[src/rtl/mem_port_arbiter.sv]
// mem_port_arbiter
// Shares one single-port synchronous memory between the instruction-fetch bus
// (read-only) and the data bus (read/write). One requester is granted per
// cycle with round-robin fairness. The read return is steered to the owner of
// the access one cycle after its grant. Cycles in which both buses request at
// once are counted in a saturating profiling counter.

module mem_port_arbiter #(
  parameter int ADDR_W = 10,
  parameter int DATA_W = 32,
  parameter int CNT_W  = 16
) (
  input  logic              i_Clk,
  input  logic              i_Rstn,
  // instruction bus (read-only)
  input  logic              i_I_Req,
  input  logic [ADDR_W-1:0] i_I_Addr,
  output logic              o_I_Gnt,
  output logic              o_I_Valid,
  output logic [DATA_W-1:0] o_I_RData,
  // data bus (read/write)
  input  logic              i_D_Req,
  input  logic              i_D_We,
  input  logic [ADDR_W-1:0] i_D_Addr,
  input  logic [DATA_W-1:0] i_D_WData,
  output logic              o_D_Gnt,
  output logic              o_D_Valid,
  output logic [DATA_W-1:0] o_D_RData,
  // memory port
  output logic              o_Mem_En,
  output logic              o_Mem_We,
  output logic [ADDR_W-1:0] o_Mem_Addr,
  output logic [DATA_W-1:0] o_Mem_WData,
  input  logic [DATA_W-1:0] i_Mem_RData,
  // core stall and profiling
  output logic              o_Stall,
  input  logic              i_CntClr,
  output logic [CNT_W-1:0]  o_ConflictCnt
);

  // Requester identifiers used for last-grant and read-owner tracking.
  localparam logic ID_I = 1'b0;
  localparam logic ID_D = 1'b1;

  localparam logic [CNT_W-1:0] CNT_ONE = CNT_W'(1);
  localparam logic [CNT_W-1:0] CNT_MAX = {CNT_W{1'b1}};

  logic             last_gnt_r;
  logic             rd_pend_r;
  logic             rd_owner_r;
  logic [CNT_W-1:0] conflict_cnt_r;

  logic             i_gnt_s;
  logic             d_gnt_s;
  logic             any_gnt_s;
  logic             gnt_id_s;
  logic             gnt_is_read_s;
  logic             conflict_s;

  assign conflict_s = i_I_Req & i_D_Req;

  // Round-robin arbitration: a lone requester always wins; on a conflict the
  // requester that did not win the previous grant goes first.
  always_comb begin
    i_gnt_s = 1'b0;
    d_gnt_s = 1'b0;
    case ({i_I_Req, i_D_Req})
      2'b10: i_gnt_s = 1'b1;
      2'b01: d_gnt_s = 1'b1;
      2'b11: begin
        if (last_gnt_r == ID_D) begin
          i_gnt_s = 1'b1;
        end else begin
          d_gnt_s = 1'b1;
        end
      end
      default: begin
        i_gnt_s = 1'b0;
        d_gnt_s = 1'b0;
      end
    endcase
  end

  assign any_gnt_s     = i_gnt_s | d_gnt_s;
  assign gnt_id_s      = d_gnt_s ? ID_D : ID_I;
  assign gnt_is_read_s = i_gnt_s | (d_gnt_s & ~i_D_We);

  // Memory port drive: the granted requester's access, all zero when idle.
  always_comb begin
    o_Mem_En    = 1'b0;
    o_Mem_We    = 1'b0;
    o_Mem_Addr  = {ADDR_W{1'b0}};
    o_Mem_WData = {DATA_W{1'b0}};
    if (d_gnt_s) begin
      o_Mem_En    = 1'b1;
      o_Mem_We    = i_D_We;
      o_Mem_Addr  = i_D_Addr;
      o_Mem_WData = i_D_WData;
    end else if (i_gnt_s) begin
      o_Mem_En    = 1'b1;
      o_Mem_Addr  = i_I_Addr;
    end else begin
      o_Mem_En    = 1'b0;
    end
  end

  assign o_I_Gnt = i_gnt_s;
  assign o_D_Gnt = d_gnt_s;
  assign o_Stall = (i_I_Req & ~i_gnt_s) | (i_D_Req & ~d_gnt_s);

  // Grant history and outstanding-read tracking; reset favours IBUS first.
  always_ff @(posedge i_Clk or negedge i_Rstn) begin
    if (!i_Rstn) begin
      last_gnt_r <= ID_D;
      rd_pend_r  <= 1'b0;
      rd_owner_r <= ID_I;
    end else if (any_gnt_s) begin
      last_gnt_r <= gnt_id_s;
      rd_pend_r  <= gnt_is_read_s;
      rd_owner_r <= gnt_id_s;
    end else begin
      rd_pend_r  <= 1'b0;
    end
  end

  // Saturating contention counter; the clear takes priority over a count.
  always_ff @(posedge i_Clk or negedge i_Rstn) begin
    if (!i_Rstn) begin
      conflict_cnt_r <= {CNT_W{1'b0}};
    end else if (i_CntClr) begin
      conflict_cnt_r <= {CNT_W{1'b0}};
    end else if (conflict_s && (conflict_cnt_r != CNT_MAX)) begin
      conflict_cnt_r <= conflict_cnt_r + CNT_ONE;
    end
  end

  // Read data is shared; only the valid flag tells the buses apart.
  assign o_I_Valid     = rd_pend_r & (rd_owner_r == ID_I);
  assign o_D_Valid     = rd_pend_r & (rd_owner_r == ID_D);
  assign o_I_RData     = i_Mem_RData;
  assign o_D_RData     = i_Mem_RData;
  assign o_ConflictCnt = conflict_cnt_r;

endmodule

[config.mk]
export PLATFORM = sky130hd
export DESIGN_NAME = mem_port_arbiter
export DESIGN_NICKNAME = d
export VERILOG_FILES = /design/src/rtl/mem_port_arbiter.sv
export SDC_FILE = /design/constraint.sdc
export NUM_CORES = 1
export LEC_CHECK = 0
export ABC_CLOCK_PERIOD_IN_PS = 2400
export BUFFER_PORTS_ARGS = -buffer_cell sky130_fd_sc_hd__buf_2
export CAP_MARGIN = 20
export CORE_AREA = 2 2 84 86
export CTS_CLUSTER_DIAMETER = 100
export DETAILED_ROUTE_END_ITERATION = 6
export DIE_AREA = 0 0 86 88
export HOLD_SLACK_MARGIN = 0.15
export PLACE_DENSITY = 0.7
export SLEW_MARGIN = 15
export SYNTH_ARGS = -nofsm -noshare
export SYNTH_HDL_FRONTEND = slang
export SYNTH_SLANG_ARGS = --single-unit
[constraint.sdc]
create_clock -name i_Clk -period 2.4 [get_ports i_Clk]
set_input_delay 0.48 -clock i_Clk [delete_from_list [all_inputs] [get_ports i_Clk]]
set_output_delay 0.48 -clock i_Clk [all_outputs]
set_load 0.03 [all_outputs]
==> flow_summary.json <==
{
  "status": "finished clean",
  "die_w_um": 86,
  "worstPathRequired_ps": 1920,
  "rsz0062_at_grt": "no",
  "critPathArrivalTime_ps": 1650,
  "synth_top_area_share": 0.2616,
  "htree_levels": 1,
  "vdd_drop_max_uv": 228.1,
  "syn_avg_cell_area_um2": 8.366,
  "path_delay_family": "flip-flops",
  "synth_area_leaders": "buf_4 26%, dfrtp_1 24%, and2_1 11%",
  "cts-root-buf": "clkbuf_8",
  "num_io_pins": 219,
  "syn-num-nets": 314,
  "cts_made_buffers": 3,
  "fin_skew_ps": 8.553,
  "timing.fmax_mhz": 470.1,
  "synth_seq_area_share": 0.2555,
  "cts_tree": "built",
  "fin_crit_sh": 0.8863,
  "drc": 0,
  "std_cell_rows": 30,
  "globalRouteOverflowTotal": 0,
  "synth_cell_type_count": 36,
  "yosys_warnings": 0,
  "crit_fanout": 11,
  "crit_chain": "inv_1, a21oi_1, buf_4, a22o_1, buf_2",
  "end_kind": "output port",
  "slew_headroom": 0.5724,
  "fin_crit_ps": 2127,
  "synth_edf_count": 0,
  "synth_seq_cells": 19,
  "power.leakage_nw": 1.165,
  "crit_buf_inv": 3,
  "startpoint_type": "flop",
  "route.detailed.wl_per_inst_um": 15.57,
  "cts_sinks": 19,
  "postCtsSetupBuffers": 0,
  "worstSetupPathDepth": 5,
  "slew_violations": 0,
  "critPathSlowestCell": "dfstp_2",
  "tns_ps": 0,
  "die-height_um": 88,
  "maxCapViolations": 0,
  "grt_max_degree": 45,
  "port_buffers": 122,
  "viasPerCell": 4.714,
  "worst_pin_slew_ps": 636.5,
  "place_congestion": 0.7560,
  "grt_pass1_vias": 1469,
  "clkTransAtPathRegs_ps": 80,
  "total_power_mw": 0.9172,
  "finalHoldViolations": 0,
  "async_flop_share": 1.000,
  "clk_path_buf_depth": 2,
  "r2r-start": "o_ConflictCnt[0]$_DFFE_PN0P_",
  "rr_worst_depth": 5,
  "grt_pass1_wl_um": 7617,
  "start_util": 0.2808,
  "dieArea_um2": 7568,
  "worstSetupStartpoint": "last_gnt_r$_DFFE_PN1P_",
  "drive_gt1_frac": 0.5107,
  "worst-setup-path-type": "reg2out",
  "grt_usage": 0.1280,
  "fp.coreArea_um2": 6644,
  "cts-hold-fix-buffers": 0,
  "p_per_area_nw_per_um2": 426.7,
  "syn_area_um2": 1866,
  "nets": 372,
  "antenna_found_initial": 0,
  "routed_wl_um": 5604,
  "setup_viol": 0,
  "synth_top_area_cell": "buf_4",
  "firstDrtPassIters": 4,
  "syn_inst": 223,
  "route.vias.total": 1697,
  "drt_iter0_drc": 90,
  "worstHoldPathType": "in2async",
  "ant_nets": 0,
  "cts_resized": 0,
  "slowest_delay_ps": 540,
  "n_antenna_cell": 0,
  "synth-main-ff-cell": "dfrtp_1",
  "hpwlAfterDp_um": 4591,
  "clk_latency_ps": 260,
  "area_growth_pct": 15.22
}
==> cell usage in the layout, fill, tap and decap left out, types with 4 or more instances in the layout <==
cell / netlist / routed
o21ai_0: 4 / 4
a22o_1: 10 / 10
nor4_1: 4 / 4
nand2_1: 6 / 6
dfrtp_1: 18 / 18
nor2b_1: 4 / 4
and2_1: 34 / 34
inv_1: 7 / 7
a21oi_1: 11 / 11
or4_1: 5 / 5
nor2_1: 9 / 9
o31ai_1: 6 / 6
mux2_2: 4 / 4
nand3_1: 6 / 6
buf_2: 1 / 122
==> Yosys cell counts, drive strengths merged (6+ instances only) <==
master	number
a21oi	11
clkbuf	7
nand3	6
nand2	6
nor2	9
o31ai	6
inv	7
or4	6
dfrtp	18
a22o	10
buf	66
and2	34
==> per-layer routing <==
metal,vias to the layer above,global-route usage,share of wire
met5,-,0,0
met4,0,0.06061,0.036
met2,91,0.1875,0.46
met3,21,0.03582,0.084
li1,816,-,-
met1,769,0.1734,0.42
==> flip-flops by register name (all words and copies together), names as in the netlist <==
signal         count
last_gnt_r         1
o_ConflictCnt     16
rd_owner_r         1
rd_pend_r          1
==> through the flow <==
stage / cell area (um2) / std cells / hold slack [ps] / util / setup slack, ps
final: 2150 / 360 / 145.9 / 0.3235 / 272.9
after global routing: 2150 / 360 / 171.4 / 0.3235 / 136.4
after CTS: 2150 / 360 / 161.1 / 0.3235 / 221.4
after detailed placement: 2103 / 356 / 444.9 / 0.3166 / 408.8
after global placement: 2103 / 356 / 445.4 / 0.3166 / 453.7
after floorplan: 1866 / 223 / 184.4 / - / 202.5
==> area by class of cell <==
cell class,count,area (um2)
Fill cell,701,4494
Multi-Input combinational cell,124,847.1
Sequential cell,19,476.7
Clock buffer,3,41.29
Tap cell,80,100.1
Inverter,7,26.28
Clock inverter,1,5.005
Timing Repair Buffer,126,653.1
==> cells by family after synthesis <==
logic type	count (synthesis)	share of synthesized area
buffers and inverters	80	0.2924
flip-flops	19	0.2555
adder cells (fa/ha/maj)	1	0.006706
AO/OA/AOI/OAI	36	0.1429
AND/OR/NAND/NOR	81	0.2683
multiplexers	5	0.02951
XOR/XNOR	1	0.004696
==> worst register-to-register path, delay by kind of cell (launching register included) <==
| family | cells | cell delay (ps) |
|---|---|---|
| adder cells (fa/ha/maj) | 1 | 240 |
| AND/OR/NAND/NOR | 3 | 900 |
| flip-flops | 1 | 410 |
| multiplexers | 1 | 290 |
==> report_power, final <==
| group | switching [mW] | leakage (nW) | internal (mW) |
|---|---|---|---|
| Sequential | 0.00811 | 0.256 | 0.330 |
| Combinational | 0.230 | 0.884 | 0.126 |
| Clock | 0.107 | 0.0255 | 0.115 |
==> path summary, 6_finish.rpt <==
path | end | slack [ps]
setup / recovery | o_Mem_Addr[8] | 270
min in group i_Clk | last_gnt_r$_DFFE_PN1P_ | 450
max in group asynchronous | last_gnt_r$_DFFE_PN1P_ | 1920
hold / removal | o_ConflictCnt[13]$_DFFE_PN0P_ | 150
setup reg to reg | o_ConflictCnt[15]$_DFFE_PN0P_ | 460
hold reg to reg | last_gnt_r$_DFFE_PN1P_ | 550
Power figures use the tool's default switching activity.
